==> src/rtl/axis_pkg.sv <==
// Shared definitions for the AXI-Stream message framing slice.
// - framer_state_t : framer FSM state (no message open / message in progress)
// - axis_beat_t    : one buffered stream beat (last flag + data) at the default data width
package axis_pkg;

    localparam int unsigned AXIS_DATA_WIDTH = 32;

    typedef enum logic {
        IDLE   = 1'b0,
        ACTIVE = 1'b1
    } framer_state_t;

    typedef struct packed {
        logic                       last;
        logic [AXIS_DATA_WIDTH-1:0] data;
    } axis_beat_t;

endpackage

==> src/rtl/axis_skid_buffer.sv <==
// Two-entry skid buffer: a main output register plus one skid register, giving a
// fully registered ready/valid path with 1 beat/cycle throughput.
// Ports:
//   clk, rst            : clock, synchronous active-high reset
//   s_data/s_valid      : upstream beat (WIDTH bits) and valid
//   s_ready             : upstream ready, low while the skid register is occupied or in reset
//   m_data/m_valid      : downstream beat and valid (main register)
//   m_ready             : downstream ready
module axis_skid_buffer #(
    parameter int unsigned WIDTH = 33
) (
    input  logic             clk,
    input  logic             rst,
    input  logic [WIDTH-1:0] s_data,
    input  logic             s_valid,
    output logic             s_ready,
    output logic [WIDTH-1:0] m_data,
    output logic             m_valid,
    input  logic             m_ready
);

    logic [WIDTH-1:0] main_data_q;
    logic             main_valid_q;
    logic [WIDTH-1:0] skid_data_q;
    logic             skid_valid_q;
    logic             s_acc;
    logic             m_acc;

    assign s_ready = !skid_valid_q && !rst;
    assign s_acc   = s_valid && s_ready;
    assign m_acc   = main_valid_q && m_ready;
    assign m_data  = main_data_q;
    assign m_valid = main_valid_q;

    always_ff @(posedge clk) begin
        if (rst) begin
            main_data_q  <= '0;
            main_valid_q <= 1'b0;
            skid_data_q  <= '0;
            skid_valid_q <= 1'b0;
        end else if (m_acc || !main_valid_q) begin
            // Main register is free this cycle. A held skid beat has priority;
            // s_ready is low whenever the skid is full, so no input beat competes.
            if (skid_valid_q) begin
                main_data_q  <= skid_data_q;
                main_valid_q <= 1'b1;
                skid_valid_q <= 1'b0;
            end else if (s_acc) begin
                main_data_q  <= s_data;
                main_valid_q <= 1'b1;
            end else begin
                main_valid_q <= 1'b0;
            end
        end else if (s_acc) begin
            // Main is stalled: park the beat so the upstream need not see ready drop yet.
            skid_data_q  <= s_data;
            skid_valid_q <= 1'b1;
        end
    end

endmodule

==> src/rtl/axis_msg_framer.sv <==
// Splits an untagged AXI-Stream beat flow into messages of msg_len beats and flags the
// final beat of each message with m_tlast. Output is registered through a skid buffer.
// Ports:
//   clk, rst              : clock, synchronous active-high reset
//   msg_len               : beats per message, latched at message start (0 means 1)
//   s_tdata/s_tvalid      : upstream beat, s_tready : upstream ready
//   m_tdata/m_tvalid/m_tlast, m_tready : downstream beat and handshake
//   beat_count            : beats accepted in the currently open message
//   msg_count             : messages completed on the master side (wrapping)
//   msg_done              : one-cycle pulse the cycle after a last-beat master handshake
module axis_msg_framer
    import axis_pkg::*;
#(
    parameter int unsigned DATA_WIDTH     = AXIS_DATA_WIDTH,
    parameter int unsigned NUM_COUNT_BITS = 16
) (
    input  logic                      clk,
    input  logic                      rst,
    input  logic [NUM_COUNT_BITS-1:0] msg_len,
    input  logic [DATA_WIDTH-1:0]     s_tdata,
    input  logic                      s_tvalid,
    output logic                      s_tready,
    output logic [DATA_WIDTH-1:0]     m_tdata,
    output logic                      m_tvalid,
    input  logic                      m_tready,
    output logic                      m_tlast,
    output logic [NUM_COUNT_BITS-1:0] beat_count,
    output logic [NUM_COUNT_BITS-1:0] msg_count,
    output logic                      msg_done
);

    localparam logic [NUM_COUNT_BITS-1:0] OneCnt = {{(NUM_COUNT_BITS-1){1'b0}}, 1'b1};
    localparam logic [NUM_COUNT_BITS:0]   OneExt = {{NUM_COUNT_BITS{1'b0}}, 1'b1};

    framer_state_t             state_q, state_d;
    logic [NUM_COUNT_BITS-1:0] beat_q, beat_d;
    logic [NUM_COUNT_BITS-1:0] len_q, len_d;
    logic [NUM_COUNT_BITS-1:0] msg_count_q;
    logic                      msg_done_q;
    logic [NUM_COUNT_BITS-1:0] len_eff;
    logic [NUM_COUNT_BITS:0]   beat_next_ext;
    logic                      tag_last;
    logic                      s_acc;
    logic                      m_acc;
    logic [DATA_WIDTH:0]       buf_in;
    logic [DATA_WIDTH:0]       buf_out;

    assign s_acc   = s_tvalid && s_tready;
    assign m_acc   = m_tvalid && m_tready;
    assign len_eff = (msg_len == '0) ? OneCnt : msg_len;
    // One extra bit so a full-scale length never wraps the comparison.
    assign beat_next_ext = {1'b0, beat_q} + OneExt;

    always_comb begin
        state_d  = state_q;
        beat_d   = beat_q;
        len_d    = len_q;
        tag_last = 1'b0;
        unique case (state_q)
            IDLE: begin
                if (s_acc) begin
                    len_d = len_eff;
                    if (len_eff == OneCnt) begin
                        tag_last = 1'b1;
                    end else begin
                        state_d = ACTIVE;
                        beat_d  = OneCnt;
                    end
                end
            end
            ACTIVE: begin
                if (s_acc) begin
                    if (beat_next_ext == {1'b0, len_q}) begin
                        tag_last = 1'b1;
                        beat_d   = '0;
                        state_d  = IDLE;
                    end else begin
                        beat_d = beat_next_ext[NUM_COUNT_BITS-1:0];
                    end
                end
            end
            default: state_d = IDLE;
        endcase
    end

    always_ff @(posedge clk) begin
        if (rst) begin
            state_q     <= IDLE;
            beat_q      <= '0;
            len_q       <= '0;
            msg_count_q <= '0;
            msg_done_q  <= 1'b0;
        end else begin
            state_q    <= state_d;
            beat_q     <= beat_d;
            len_q      <= len_d;
            msg_done_q <= m_acc && m_tlast;
            if (m_acc && m_tlast) begin
                msg_count_q <= msg_count_q + OneCnt;
            end
        end
    end

    // The last flag travels with its beat so stalls cannot misalign it.
    assign buf_in = {tag_last, s_tdata};

    axis_skid_buffer #(
        .WIDTH (DATA_WIDTH + 1)
    ) u_skid (
        .clk     (clk),
        .rst     (rst),
        .s_data  (buf_in),
        .s_valid (s_tvalid),
        .s_ready (s_tready),
        .m_data  (buf_out),
        .m_valid (m_tvalid),
        .m_ready (m_tready)
    );

    assign m_tlast    = buf_out[DATA_WIDTH];
    assign m_tdata    = buf_out[DATA_WIDTH-1:0];
    assign beat_count = beat_q;
    assign msg_count  = msg_count_q;
    assign msg_done   = msg_done_q;

endmodule

==> config.mk <==
export PLATFORM = sky130hd
export DESIGN_NAME = axis_msg_framer
export DESIGN_NICKNAME = d
export VERILOG_FILES = /design/src/rtl/axis_pkg.sv /design/src/rtl/axis_skid_buffer.sv /design/src/rtl/axis_msg_framer.sv
export SDC_FILE = /design/constraint.sdc
export NUM_CORES = 1
export LEC_CHECK = 0
export ABC_AREA = 1
export ABC_CLOCK_PERIOD_IN_PS = 2400
export CELL_PAD_IN_SITES_DETAIL_PLACEMENT = 0
export CELL_PAD_IN_SITES_GLOBAL_PLACEMENT = 1
export CORE_ASPECT_RATIO = 1.5
export CORE_MARGIN = 2
export CORE_UTILIZATION = 32
export DETAILED_ROUTE_END_ITERATION = 7
export GPL_TIMING_DRIVEN = 0
export HOLD_SLACK_MARGIN = 0.02
export PLACE_DENSITY = 0.69
export RECOVER_POWER = 50
export SYNTH_ARGS = -nofsm -noshare
export SYNTH_HDL_FRONTEND = slang
export SYNTH_SLANG_ARGS = --single-unit
==> constraint.sdc <==
create_clock -name clk -period 2.4 [get_ports clk]
set_input_delay 0.48 -clock clk [delete_from_list [all_inputs] [get_ports clk]]
set_output_delay 0.48 -clock clk [all_outputs]
set_load 0.01 [all_outputs]
==> metrics.log <==
INFO  metric drcViolationCount = 0
INFO  metric critPathBufInv = 5
INFO  metric htree_levels = 4
INFO  metric path_max_fanout = 10
INFO  metric ant_nets = 0
INFO  metric fmax = 446 MHz
INFO  metric timing.final.max_slew_violations = 0
INFO  metric status = finished, final reports clean
INFO  metric globalRouteOverflowTotal = 0
INFO  metric cell_taking_the_most_area_after_synthesis = sky130_fd_sc_hd__dfxtp_1
INFO  metric worstPathArrival = 2.54 ns
INFO  metric hold_start = len_q[11]$_SDFFE_PP0P_
INFO  metric tritoncts.num_buffers = 17
INFO  metric min_path_type = flip-flop to flip-flop
INFO  metric timing.clock.skew = roughly 0.0086 ns
INFO  metric place_hpwl = 13100 µm
INFO  metric cell_rows = 58
INFO  metric routed-via-count = 5623
INFO  metric timing.final.crit_share = 0.933
INFO  metric area.growth.synth_to_final = 40.9%
INFO  metric cp-startpoint = rst
INFO  metric slowest_stage = sky130_fd_sc_hd__clkbuf_1
INFO  metric number_of_distinct_library_cells_after_synthesis = 38
INFO  metric cp_slowest_stage_delay = roughly 0.52 ns
INFO  metric die-width = 111 µm
INFO  metric yosysSeqAreaShare = 0.433
INFO  metric routed_via_density = 4.96
INFO  metric final-setup-viol-count = 0
INFO  metric clock_path_buffers = 2
INFO  metric slack_of_the_worst_reg_to_reg_path = between 0.15 and 0.2 ns
INFO  metric crit_path_end_kind = flip-flop
INFO  metric top_cells_by_area_synth = sky130_fd_sc_hd__dfxtp_1, sky130_fd_sc_hd__nand2_1, sky130_fd_sc_hd__o21ai_0
INFO  metric worstMarginPinSlew = just under 0.7 ns
INFO  metric placed_cells_incl_taps = ~1100
INFO  metric critical_path.startpoint_type = input port
INFO  metric min_delay_path_depth = 2
INFO  metric routedWlPerCell = approximately 16 µm
INFO  metric grt_max_degree = 17
INFO  metric finish.utilization = 0.459
INFO  metric total_design_power = 0.00548 W
INFO  metric totalWireLength = about 18000 µm
INFO  metric die_ar = 0.0181 mm²
INFO  metric io_buffers = 119
INFO  metric clk-insertion-delay-late = just over 0.4 ns
INFO  metric num_antenna_cells = 0
INFO  metric initialDrtViolationCount = 247
INFO  metric path_clk_slew = 0.05 ns
INFO  metric synth.cell_area = around 0.0055 mm²
INFO  metric ir_drop = 0.433 mV
INFO  metric min_to = len_q[11]$_SDFFE_PP0P_
INFO  metric final_area = 0.00769 mm²
INFO  metric postSynthAreaPerCell = ~7.1 µm²
INFO  metric timing.max_cap.violations = 0
INFO  metric final_hold_viols = 0
INFO  metric synth-warning-count = 0
INFO  metric count_of_state_elements_after_synthesis = 118
INFO  metric reg_to_reg_startpoint = beat_count[0]$_SDFFE_PP0P_
INFO  metric global_route_wire_length_before_repair = roughly 28000 µm
INFO  metric num_io_pins = 120
INFO  metric syn-instance-count = roughly 770
INFO  metric max_slew_margin = 0.537
INFO  metric initial_antenna_violation_count = 0
INFO  metric final_net_count = 964
INFO  metric crit_chain = clkdlybuf4s50_1, clkbuf_1, clkinv_1, clkbuf_1, o211ai_1, inv_1
INFO  metric critPathKind = input port to flip-flop
INFO  metric placement.cell_area = 0.00691 mm²
INFO  metric r2r-end = beat_count[10]$_SDFFE_PP0P_
INFO  metric floorplan.die.height = about 160 µm
INFO  metric power.static_leakage = about 3.2 nW
INFO  metric synthDominantCellAreaShare = 0.433
INFO  metric rsz_0062_raised_after_global_routing = false
INFO  metric floorplan.initialDensity = 0.326
INFO  metric shortest_period_the_worst_path_allows = ~2.2 ns
INFO  metric worstRegToRegCells = 13
INFO  metric post_cts_hold_buffer_count = 0
INFO  metric tritoncts = built
INFO  metric stdcell_count = between 1000 and 1500
INFO  metric most_used_cell_along_the_critical_path = sky130_fd_sc_hd__clkbuf_1
INFO  metric place.gp.congestion = approximately 0.92
INFO  metric final_layout_size_suffix_gt1_frac = 0.109
INFO  metric cell_at_the_root_of_the_clock_tree = sky130_fd_sc_hd__clkbuf_16
INFO  metric synth_nets = 820
INFO  metric core-area = 0.0168 mm²
INFO  metric power-per-cell-area = 713 mW/mm²
INFO  metric grt_pass1_vias = 5530
INFO  metric fin_hold_ws = 0.476 ns
INFO  metric cell_family_with_most_cp_delay = buffers and inverters
INFO  metric tritonroute_pass_1_iters = 5
INFO  metric globalRouteTotalUtil = 0.196
INFO  metric required_time_of_the_worst_setup_path = 2.70 ns
INFO  metric clock_sinks = 118
[metrics by stage]
step | setup TNS (ns) | worst slack (ns)
floorplan | 0 | 0.389
global placement | -19.88 | -0.420
CTS | 0 | 0.0120
finish | 0 | 0.160
global route | 0 | 0.00426
detailed placement | -24.06 | -0.468
[cells in the final DEF (no fill, tap or decap), drive strengths merged, types with 6 or more instances in the layout]
master,count
a21oi,42
a31oi,33
buf,12
bufinv,6
clkbuf,49
clkdlybuf4s50,53
clkinv,7
dfxtp,118
dlygate4sd3,66
inv,60
nand2,184
nand3,43
nand4,20
nor2,114
nor3,14
o21ai,83
[logic make-up after synthesis]
kind of cell    synth area share
compound gates             0.168
fa+ha+maj                0.00458
flops                      0.433
xor+xnor                  0.0108
buf+inv                   0.0710
simple gates               0.313
[report_power, final]
group / internal (W) / total, W / switching, W
registers: 0.00203 / 0.00207 / 0.0000437
logic: 0.000219 / 0.000474 / 0.000254
clock network: 0.00200 / 0.00294 / 0.000938
[cell usage after synthesis]
cell,count
sky130_fd_sc_hd__buf_4,1
sky130_fd_sc_hd__nand4_1,16
sky130_fd_sc_hd__nor4_1,1
sky130_fd_sc_hd__xor2_1,2
sky130_fd_sc_hd__nand2_1,175
sky130_fd_sc_hd__inv_2,1
sky130_fd_sc_hd__a21oi_2,7
sky130_fd_sc_hd__o211ai_1,1
sky130_fd_sc_hd__nand2_4,2
sky130_fd_sc_hd__nand3b_1,1
sky130_fd_sc_hd__buf_1,2
sky130_fd_sc_hd__buf_2,4
sky130_fd_sc_hd__o21ai_0,82
sky130_fd_sc_hd__inv_1,57
sky130_fd_sc_hd__nand2_2,7
sky130_fd_sc_hd__xor3_1,1
sky130_fd_sc_hd__xnor2_1,2
sky130_fd_sc_hd__nand4_2,4
sky130_fd_sc_hd__or2_2,2
sky130_fd_sc_hd__a31oi_1,33
sky130_fd_sc_hd__clkinv_1,3
sky130_fd_sc_hd__nor2_1,103
sky130_fd_sc_hd__nand3_2,9
sky130_fd_sc_hd__o21a_1,2
sky130_fd_sc_hd__a31o_2,1
sky130_fd_sc_hd__dfxtp_1,118
sky130_fd_sc_hd__o21ai_2,1
sky130_fd_sc_hd__ha_1,2
sky130_fd_sc_hd__nor3_1,13
sky130_fd_sc_hd__nor2_2,5
sky130_fd_sc_hd__a21oi_1,35
sky130_fd_sc_hd__a211oi_1,2
sky130_fd_sc_hd__nand3_1,34
sky130_fd_sc_hd__nor2_4,5
sky130_fd_sc_hd__clkbuf_1,29
sky130_fd_sc_hd__buf_8,1
sky130_fd_sc_hd__nor3_2,1
sky130_fd_sc_hd__o2111ai_1,1
[what timing repair did]
item / 4_1_cts / 5_1_grt
pin swaps: 1 / 2
buffers inserted: 0 / 5
gates resized for setup: 6 / 14
cloned: 1 / 0
endpoints found under the setup margin: 13 / 21
[registers in the layout (all words and copies together), names as in the netlist]
register / flops
state_q: 1
len_q: 16
beat_count: 16
u_skid.skid_valid_q: 1
u_skid.skid_data_q: 33
u_skid.m_valid: 1
msg_done: 1
msg_count: 16
u_skid.m_data: 33
[layout make-up]
class	count	area, µm²
fillers	1683	9070
multi-input cells	551	2760
inverters	61	229
plain buffers	37	161
repair buffers	124	1230
well taps	210	263
clock inverters	13	225
flip-flops and latches	118	2370
clock buffers	19	453
[worst register-to-register path, cell delays in order, from the launching register on]
cell and delay [ns]:
sky130_fd_sc_hd__dfxtp_4 0.39, sky130_fd_sc_hd__ha_4 0.17, sky130_fd_sc_hd__nand3_1 0.18, sky130_fd_sc_hd__nor2_4 0.21, sky130_fd_sc_hd__nand2_1 0.12, sky130_fd_sc_hd__nand2_1 0.09
sky130_fd_sc_hd__nand2_1 0.05, sky130_fd_sc_hd__nand2_1 0.06, sky130_fd_sc_hd__nand4_1 0.13, sky130_fd_sc_hd__nor2_2 0.23, sky130_fd_sc_hd__nand2_4 0.14, sky130_fd_sc_hd__buf_8 0.18
sky130_fd_sc_hd__nand3_2 0.07, sky130_fd_sc_hd__a21oi_1 0.06
[worst max path at each step]
stage,slack (ns),end,depth (start not counted)
after CTS,0.01,beat_count[7]$_SDFFE_PP0P_,15
after global routing,0.004,u_skid.skid_data_q[2]$_SDFFE_PP0P_,6
after floorplan,0.39,beat_count[7]$_SDFFE_PP0P_,15
after detailed placement,-0.47,beat_count[3]$_SDFFE_PP0P_,9
final,0.16,u_skid.skid_data_q[32]$_SDFFE_PP0P_,6
after global placement,-0.42,beat_count[7]$_SDFFE_PP0P_,9
[routing by layer]
layer  GRT usage  wire length (µm)  vias to the layer above
met3      0.0446               671                       29
met1       0.199              6880                     2618
met2       0.382              9650                      136
met4      0.0830               526                        0
met5           0                 0                        -
li1            -                 -                     2840
Power figures use the tool's default switching activity.
